$ cat src/rtl/au_satellite_gpio_ctrl_pkg.sv
// rtl/au_satellite_gpio_ctrl_pkg.sv - shared types and helpers for the satellite GPIO front-end
// Purpose: clear-handshake state encoding and the saturating counter increment.
// Ports: none (package au_sat_pkg).
package au_sat_pkg;

  typedef enum logic [1:0] {
    IDLE = 2'd0,
    ACK  = 2'd1,
    WAIT = 2'd2
  } clr_state_t;

  // Increment that sticks at 2^width-1 instead of wrapping; width up to 32.
  function automatic logic [31:0] sat_inc(input logic [31:0] cnt, input int width);
    logic [31:0] max_val;
    max_val = (width >= 32) ? 32'hFFFF_FFFF : ((32'd1 << width) - 32'd1);
    return (cnt >= max_val) ? cnt : cnt + 32'd1;
  endfunction

endpackage

$ cat src/rtl/au_satellite_gpio_ctrl_if.sv
// rtl/au_satellite_gpio_ctrl_if.sv - clear request/acknowledge bundle
// Purpose: groups the clear handshake between a host (master) and the GPIO block (slave).
// Signals: clr_req (level request), clr_sel (channels to clear), clr_ack (1-cycle ack).
interface au_satellite_gpio_ctrl_if #(
  parameter int NUM_GPIO = 2
) ();

  logic                clr_req;
  logic [NUM_GPIO-1:0] clr_sel;
  logic                clr_ack;

  modport master (output clr_req, output clr_sel, input clr_ack);
  modport slave  (input clr_req, input clr_sel, output clr_ack);

endinterface

$ cat src/rtl/au_gpio_debounce_ch.sv
// rtl/au_gpio_debounce_ch.sv - one-channel synchroniser, debouncer and edge detector
// Purpose: 2-flop sync of an async input, then accept a new value only after it has
//   differed from the stable value for DEBOUNCE_CYCLES consecutive synced samples.
// Ports: clk, rst_n (async active-low), din (raw async input),
//   level (debounced value), rise / fall (1-cycle pulses coincident with level update).
module au_gpio_debounce_ch #(
  parameter int DEBOUNCE_CYCLES = 16
) (
  input  logic clk,
  input  logic rst_n,
  input  logic din,
  output logic level,
  output logic rise,
  output logic fall
);

  localparam int CW = $clog2(DEBOUNCE_CYCLES);
  localparam logic [CW-1:0] CNT_MAX = CW'(DEBOUNCE_CYCLES - 1);

  logic          sync1;
  logic          sync2;
  logic [CW-1:0] cnt;

  always_ff @(posedge clk or negedge rst_n) begin
    if (!rst_n) begin
      sync1 <= 1'b0;
      sync2 <= 1'b0;
      cnt   <= '0;
      level <= 1'b0;
      rise  <= 1'b0;
      fall  <= 1'b0;
    end else begin
      sync1 <= din;
      sync2 <= sync1;
      rise  <= 1'b0;
      fall  <= 1'b0;
      if (sync2 == level) begin
        // Any return to the stable value restarts qualification.
        cnt <= '0;
      end else if (cnt == CNT_MAX) begin
        level <= sync2;
        cnt   <= '0;
        rise  <= sync2;
        fall  <= ~sync2;
      end else begin
        cnt <= cnt + CW'(1);
      end
    end
  end

endmodule

$ cat src/rtl/au_satellite_gpio_ctrl.sv
// rtl/au_satellite_gpio_ctrl.sv - satellite/CMC GPIO front-end with HBM cattrip latch
// Purpose: debounces NUM_GPIO async inputs, keeps sticky flags and saturating rise
//   counters cleared through a req/ack handshake, and latches hbm_cattrip_o.
// Ports: s_axi_aclk, s_axi_aresetn (async active-low), gpio_in, gpio_mask,
//   gpio_level, gpio_rise, gpio_fall, sticky, evt_count (ch0 in LSBs), irq,
//   clr_if (slave: clr_req, clr_sel, clr_ack), hbm_cattrip_o.
module au_satellite_gpio_ctrl
  import au_sat_pkg::*;
#(
  parameter int                  NUM_GPIO        = 2,
  parameter int                  DEBOUNCE_CYCLES = 16,
  parameter int                  CNT_W           = 16,
  parameter logic [NUM_GPIO-1:0] CATTRIP_MAP     = '0
) (
  input  logic                      s_axi_aclk,
  input  logic                      s_axi_aresetn,
  input  logic [NUM_GPIO-1:0]       gpio_in,
  input  logic [NUM_GPIO-1:0]       gpio_mask,
  output logic [NUM_GPIO-1:0]       gpio_level,
  output logic [NUM_GPIO-1:0]       gpio_rise,
  output logic [NUM_GPIO-1:0]       gpio_fall,
  output logic [NUM_GPIO-1:0]       sticky,
  output logic [NUM_GPIO*CNT_W-1:0] evt_count,
  output logic                      irq,
  au_satellite_gpio_ctrl_if.slave   clr_if,
  output logic                      hbm_cattrip_o
);

  clr_state_t          clr_state;
  logic                clr_fire;
  logic [NUM_GPIO-1:0] clr_mask;
  logic [NUM_GPIO-1:0] sticky_nxt;
  logic [CNT_W-1:0]    cnt_q [NUM_GPIO];
  logic                cattrip_q;
  logic                cattrip_now;

  for (genvar g = 0; g < NUM_GPIO; g++) begin : g_ch
    au_gpio_debounce_ch #(
      .DEBOUNCE_CYCLES(DEBOUNCE_CYCLES)
    ) u_deb (
      .clk  (s_axi_aclk),
      .rst_n(s_axi_aresetn),
      .din  (gpio_in[g]),
      .level(gpio_level[g]),
      .rise (gpio_rise[g]),
      .fall (gpio_fall[g])
    );
    assign evt_count[g*CNT_W +: CNT_W] = cnt_q[g];
  end

  // A clear only acts on the cycle the handshake leaves IDLE.
  assign clr_fire = (clr_state == IDLE) && clr_if.clr_req;
  assign clr_mask = clr_fire ? clr_if.clr_sel : '0;

  // Clear first, then set: a rise landing on the clear cycle survives.
  assign sticky_nxt = (sticky & ~clr_mask) | (gpio_rise & ~gpio_mask);

  always_ff @(posedge s_axi_aclk or negedge s_axi_aresetn) begin
    if (!s_axi_aresetn) begin
      sticky <= '0;
      irq    <= 1'b0;
      for (int i = 0; i < NUM_GPIO; i++) cnt_q[i] <= '0;
    end else begin
      sticky <= sticky_nxt;
      irq    <= |sticky_nxt;
      for (int i = 0; i < NUM_GPIO; i++) begin
        if (clr_mask[i]) begin
          cnt_q[i] <= gpio_rise[i] ? CNT_W'(1) : '0;
        end else if (gpio_rise[i]) begin
          cnt_q[i] <= CNT_W'(sat_inc(32'(cnt_q[i]), CNT_W));
        end
      end
    end
  end

  always_ff @(posedge s_axi_aclk or negedge s_axi_aresetn) begin
    if (!s_axi_aresetn) begin
      clr_state      <= IDLE;
      clr_if.clr_ack <= 1'b0;
    end else begin
      case (clr_state)
        IDLE: begin
          clr_if.clr_ack <= 1'b0;
          if (clr_if.clr_req) begin
            clr_state      <= ACK;
            clr_if.clr_ack <= 1'b1;
          end
        end
        ACK: begin
          clr_if.clr_ack <= 1'b0;
          clr_state      <= WAIT;
        end
        WAIT: begin
          clr_if.clr_ack <= 1'b0;
          if (!clr_if.clr_req) clr_state <= IDLE;
        end
        default: begin
          clr_if.clr_ack <= 1'b0;
          clr_state      <= IDLE;
        end
      endcase
    end
  end

  // The live term makes the trip visible in the same cycle the level rises;
  // the flop holds it afterwards until reset.
  assign cattrip_now   = |(gpio_level & CATTRIP_MAP);
  assign hbm_cattrip_o = cattrip_q | cattrip_now;

  always_ff @(posedge s_axi_aclk or negedge s_axi_aresetn) begin
    if (!s_axi_aresetn) begin
      cattrip_q <= 1'b0;
    end else if (cattrip_now) begin
      cattrip_q <= 1'b1;
    end
  end

endmodule

$ cat src/flat_wrapper.sv
// flat-port wrapper written by rule: the top's interface ports become plain ports
module au_satellite_gpio_ctrl_flat import au_sat_pkg::*;
#(
  parameter int                  NUM_GPIO        = 2,
  parameter int                  DEBOUNCE_CYCLES = 16,
  parameter int                  CNT_W           = 16,
  parameter logic [NUM_GPIO-1:0] CATTRIP_MAP     = '0
)
  (s_axi_aclk, s_axi_aresetn, gpio_in, gpio_mask, gpio_level, gpio_rise, gpio_fall, sticky, evt_count, irq, hbm_cattrip_o, clr_if_clr_req, clr_if_clr_sel, clr_if_clr_ack);
  au_satellite_gpio_ctrl_if #(.NUM_GPIO(NUM_GPIO)) clr_if_i ();
  input  logic s_axi_aclk;
  input  logic s_axi_aresetn;
  input  logic [NUM_GPIO-1:0] gpio_in;
  input  logic [NUM_GPIO-1:0] gpio_mask;
  output logic [NUM_GPIO-1:0] gpio_level;
  output logic [NUM_GPIO-1:0] gpio_rise;
  output logic [NUM_GPIO-1:0] gpio_fall;
  output logic [NUM_GPIO-1:0] sticky;
  output logic [NUM_GPIO*CNT_W-1:0] evt_count;
  output logic irq;
  output logic hbm_cattrip_o;
  input wire logic [$bits(clr_if_i.clr_req)-1:0] clr_if_clr_req;
  input wire logic [$bits(clr_if_i.clr_sel)-1:0] clr_if_clr_sel;
  output wire logic [$bits(clr_if_i.clr_ack)-1:0] clr_if_clr_ack;
  assign clr_if_i.clr_req = clr_if_clr_req;
  assign clr_if_i.clr_sel = clr_if_clr_sel;
  assign clr_if_clr_ack = clr_if_i.clr_ack;
  au_satellite_gpio_ctrl #(.NUM_GPIO(NUM_GPIO), .DEBOUNCE_CYCLES(DEBOUNCE_CYCLES), .CNT_W(CNT_W), .CATTRIP_MAP(CATTRIP_MAP)) u_core (.s_axi_aclk(s_axi_aclk), .s_axi_aresetn(s_axi_aresetn), .gpio_in(gpio_in), .gpio_mask(gpio_mask), .gpio_level(gpio_level), .gpio_rise(gpio_rise), .gpio_fall(gpio_fall), .sticky(sticky), .evt_count(evt_count), .irq(irq), .clr_if(clr_if_i), .hbm_cattrip_o(hbm_cattrip_o));
endmodule
$ cat config.mk
export PLATFORM = sky130hd
export DESIGN_NAME = au_satellite_gpio_ctrl_flat
export DESIGN_NICKNAME = d
export VERILOG_FILES = /design/src/rtl/au_satellite_gpio_ctrl_pkg.sv /design/src/rtl/au_satellite_gpio_ctrl_if.sv /design/src/rtl/au_gpio_debounce_ch.sv /design/src/rtl/au_satellite_gpio_ctrl.sv /design/src/flat_wrapper.sv
export SDC_FILE = /design/constraint.sdc
export NUM_CORES = 1
export LEC_CHECK = 0
export CAP_MARGIN = 25
export CORE_MARGIN = 10
export CORE_UTILIZATION = 50
export DETAILED_ROUTE_END_ITERATION = 16
export PLACE_DENSITY = 0.78
export SLEW_MARGIN = 20
export SYNTH_ARGS = -nofsm -noshare
export SYNTH_HDL_FRONTEND = slang
export SYNTH_HIERARCHICAL = 1
export SYNTH_SLANG_ARGS = --single-unit
$ cat constraint.sdc
create_clock -name s_axi_aclk -period 2.47 [get_ports s_axi_aclk]
set_input_delay 0.247 -clock s_axi_aclk [delete_from_list [all_inputs] [get_ports s_axi_aclk]]
set_output_delay 0.247 -clock s_axi_aclk [all_outputs]
set_load 0.02 [all_outputs]
==> results.md <==
- Number of detailed-routing iterations run before antenna repair: 4
- Post-route worst hold slack: around 0.058 ns
- Clock period minus final worst setup slack: 2.06 ns
- Initial antenna violation count: 0
- Count of non-filler cells in the finished layout: 372
- Number of enable flip-flop cells after synthesis: 0
- Antenna-violating nets left: 0
- Count of hold buffers inserted by post-cts repair: 0
- Buffers plus inverters on the worst setup path: 0
- Pin count of the biggest net entering global routing: 57
- Average wire length per cell after detail routing: 15.8 µm
- Critical path, cell by cell: ha_1, and2_1, and3_4, a41o_1, or4_1, a21oi_1
- Highest achievable clock rate: 0.485 GHz
- Post-Synthesis Net Count: 265
- Final period util: 83.5%
- Number of nets in the layout: 314
- Cell family with the largest share of critical-path delay: simple AND/OR/NAND/NOR gates
- Cell internal power dissipation: 1.51 mW
- Overall via count from detail_route: 2053
- Minimum setup slack in the final design: 0.406 ns
- Count of port buffers added during placement: 50
- Unique cell type count in the Yosys netlist: 46
- Slew Limit Fails: 0
- Area growth from synthesis to layout: 27.1%
- Wirelength, routed: 5.89 mm
- Hold Crit Class: input port to async pin
- Detail-routed via count per cell: between 5 and 6
- Crit path max fanout: 14
- Flop pwr share: approximately 51%
- Data required, critical path: 2.70 ns
- Leftover overflow at the end of global routing: 0
- Die height: slightly above 90 µm
- Total placed instance area: ~3200 µm²
- Number of cells on the critical path: 6
- Largest cells by area after synthesis: sky130_fd_sc_hd__dfrtp_1, sky130_fd_sc_hd__xnor2_1, sky130_fd_sc_hd__nor2_1
- Longest individual stage delay on the worst path: around 0.45 ns
- Share of synthesized flip-flops with an asynchronous set or reset: between 90% and 100%
- Ratio of total power to cell area: just under 600 nW/µm²
- Share of post-route cells with drive strength above 1: 7.28%
- Kind of critical path: register to register
- Worst-path cell with the longest stage delay: sky130_fd_sc_hd__or4_1
- Vias in the first global route: 2102
- Data arrival time at the worst-slack endpoint: between 2 and 2.5 ns
- Sum of negative setup slack: 0 ns
- Total CTS buffers: 5
- Peak ir drop on the vdd network: 0.369 mV
- Global routing usage summed across all routing layers: about 14%
- Cell area after layout: around 3300 µm²
- Buffers inserted by post-CTS timing repair: 0
- Yosys top cell area share: ~53%
- Post-synthesis cell count: 252
- Worst Reg2Reg Path Length in Cells: 6
- Setup repair after global routing missed its margin: no
- Power dissipated by switching net loads: 0.417 mW
- Die Area: 8550 µm²
- Primary flip-flop cell chosen by synthesis mapping: sky130_fd_sc_hd__dfrtp_1
- Register bit total from synthesis: between 50 and 60
- Initial core utilization: 51.4%
- Number of placed I/O pins: 52
- Total count of hold-check failures in the final report: 0
- Overall power consumption: 1.93 mW
- Seq/Total Area, Yosys: 53.4%
- Post-CTS resize count: 0
- Final HPWL from detailed placement: 4.30 mm
- Core Footprint: 5110 µm²
- Element type at the critical path start: register
- Gate power share: 7.7%
- Skew-Pair Late Insertion Delay: 0.31 ns
- Total leakage power: 1.41 nW
- Instance count after placement with tap cells included: between 300 and 400
- Iteration-0 DRC Markers: 86
- Number of remaining DRC errors: 0
- Number of buffers on the longest clock path: 2
- TritonCTS clock tree: done
- Worst slew margin relative to its limit: 54.8%
- Run status: complete, no violations
- Root buffer cell: sky130_fd_sc_hd__clkbuf_8
- Synthesis warning total: 6
- Switching fraction of total power: 21.6%
- Count of endpoints failing setup in the final report: 0
- Antenna diode count: 0
- Clock net sink count: 56
- Placement-stage worst setup slack: between 0.4 and 0.5 ns
- Biggest area consumer among synthesized cells: sky130_fd_sc_hd__dfrtp_1
- H-Tree Level Count: 2
- Wire length of the first global-routing pass: 10.4 mm
- Synthesized area divided by synthesized cell count: around 10 µm²
- Clock network fraction of total power: 41.3%
- Clock-pin slew on the worst setup and hold paths: around 0.10 ns
- Final Wtd Congestion: 0.830
- Max-cap violation count: 0
- Critical path endpoint category: register
- Cell row count: 26
- Clock skew: 0.0107 ns
- Horizontal die dimension: 92.5 µm
- Utilization after layout: 65.3%
- Synth Cell Area: approximately 2600 µm²
- Most frequent cells after synthesis: sky130_fd_sc_hd__dfrtp_1, sky130_fd_sc_hd__nor2_1, sky130_fd_sc_hd__nand2_1, sky130_fd_sc_hd__nand3_1
- Top-count cell post-synth: sky130_fd_sc_hd__dfrtp_1
- Actual transition at the worst max-transition pin: 0.678 ns
[flip-flops by register name (all words and copies together), names as in the netlist]
name,flops
u_core/g_ch.u_deb/rise,2
u_core/evt_count,32
u_core/g_ch.u_deb/level,2
u_core/clr_if.clr_ack,1
u_core/g_ch.u_deb/cnt,8
u_core/sticky,2
u_core/g_ch.u_deb/sync1,2
u_core/g_ch.u_deb/fall,2
u_core/irq,1
u_core/clr_state,2
u_core/g_ch.u_deb/sync2,2
[area by class of cell]
type                    count  area (µm²)
repair buffers             52         510
inverters                   2        7.51
multi-input cells         184        1170
well taps                  70        87.6
fillers                   445        1770
clock buffers               5        68.8
clock inverters             3        90.1
flip-flops and latches     56        1400
[worst register-to-register path: stages (launching register included)]
cell                      delay (ns)
sky130_fd_sc_hd__dfrtp_1        0.43
sky130_fd_sc_hd__ha_1           0.24
sky130_fd_sc_hd__and2_1         0.20
sky130_fd_sc_hd__and3_4         0.17
sky130_fd_sc_hd__a41o_1         0.36
sky130_fd_sc_hd__or4_1          0.45
sky130_fd_sc_hd__a21oi_1        0.15
[kinds of logic (layout without fill, tap and decap cells)]
| family | count (synthesis) | count (layout) | share of synthesized area [%] |
|---|---|---|---|
| AO/OA/AOI/OAI | 45 | 45 | 11.3 |
| XOR/XNOR | 18 | 18 | 6.01 |
| flip-flops | 56 | 56 | 53.4 |
| adder cells (fa/ha/maj) | 4 | 4 | 1.91 |
| AND/OR/NAND/NOR | 113 | 113 | 23.6 |
| multiplexers | 3 | 3 | 1.53 |
| other | 1 | 1 | 0.143 |
| buffers and inverters | 12 | 62 | 2.05 |
[power groups by stage]
stage	Combinational [mW]	Sequential, mW	Clock (mW)
after floorplan	0.0764	1.00	0
after global placement	0.147	0.995	0
after detailed placement	0.151	1.00	0
after CTS	0.153	0.982	0.815
after global routing	0.169	0.988	0.855
final	0.149	0.982	0.796
[worst paths after layout]
check / slack, ns / to / from
setup / recovery: 0.41 / u_core/evt_count[5] / u_core/evt_count[0]
hold / removal: 0.06 / u_core/clr_state[0] / s_axi_aresetn
setup reg to reg: 0.41 / u_core/evt_count[5] / u_core/evt_count[0]
hold reg to reg: 0.36 / u_core/g_ch[1].u_deb/sync2 / u_core/g_ch[1].u_deb/sync1
max in group asynchronous: 1.97 / u_core/g_ch[1].u_deb/sync2 / s_axi_aresetn
min in group s_axi_aclk: 0.36 / u_core/g_ch[1].u_deb/sync2 / u_core/g_ch[1].u_deb/sync1
[layer usage]
metal | global-route usage [%] | wire [µm]
met5 | 0 | 0
met4 | 3.86 | 66
met3 | 3.71 | 308
met2 | 25.5 | 3070
met1 | 17.1 | 2440
[placed cells by master, fill, tap and decap left out, types with 3 or more instances in the layout]
master | synthesis | final
sky130_fd_sc_hd__xor2_1 | 6 | 6
sky130_fd_sc_hd__a211oi_1 | 4 | 4
sky130_fd_sc_hd__dfrtp_1 | 56 | 56
sky130_fd_sc_hd__nand3_1 | 13 | 13
sky130_fd_sc_hd__and3_4 | 3 | 3
sky130_fd_sc_hd__xnor2_1 | 12 | 12
sky130_fd_sc_hd__bufinv_16 | 0 | 3
sky130_fd_sc_hd__a21oi_1 | 12 | 12
sky130_fd_sc_hd__nand2_1 | 23 | 23
sky130_fd_sc_hd__nor3_1 | 5 | 5
sky130_fd_sc_hd__clkdlybuf4s50_1 | 0 | 49
sky130_fd_sc_hd__a31oi_1 | 4 | 4
sky130_fd_sc_hd__clkbuf_8 | 0 | 5
sky130_fd_sc_hd__o21ai_0 | 8 | 8
sky130_fd_sc_hd__nor3b_1 | 8 | 8
sky130_fd_sc_hd__ha_1 | 4 | 4
sky130_fd_sc_hd__a21o_1 | 3 | 3
sky130_fd_sc_hd__a311oi_1 | 3 | 3
sky130_fd_sc_hd__and4_1 | 4 | 4
sky130_fd_sc_hd__nand4_1 | 4 | 4
sky130_fd_sc_hd__and2_1 | 4 | 4
sky130_fd_sc_hd__nor2b_1 | 3 | 3
sky130_fd_sc_hd__or3_1 | 3 | 3
sky130_fd_sc_hd__o211ai_1 | 3 | 3
sky130_fd_sc_hd__nor2_1 | 26 | 26
sky130_fd_sc_hd__and3_1 | 6 | 6
(Power assumes the default switching activity.)
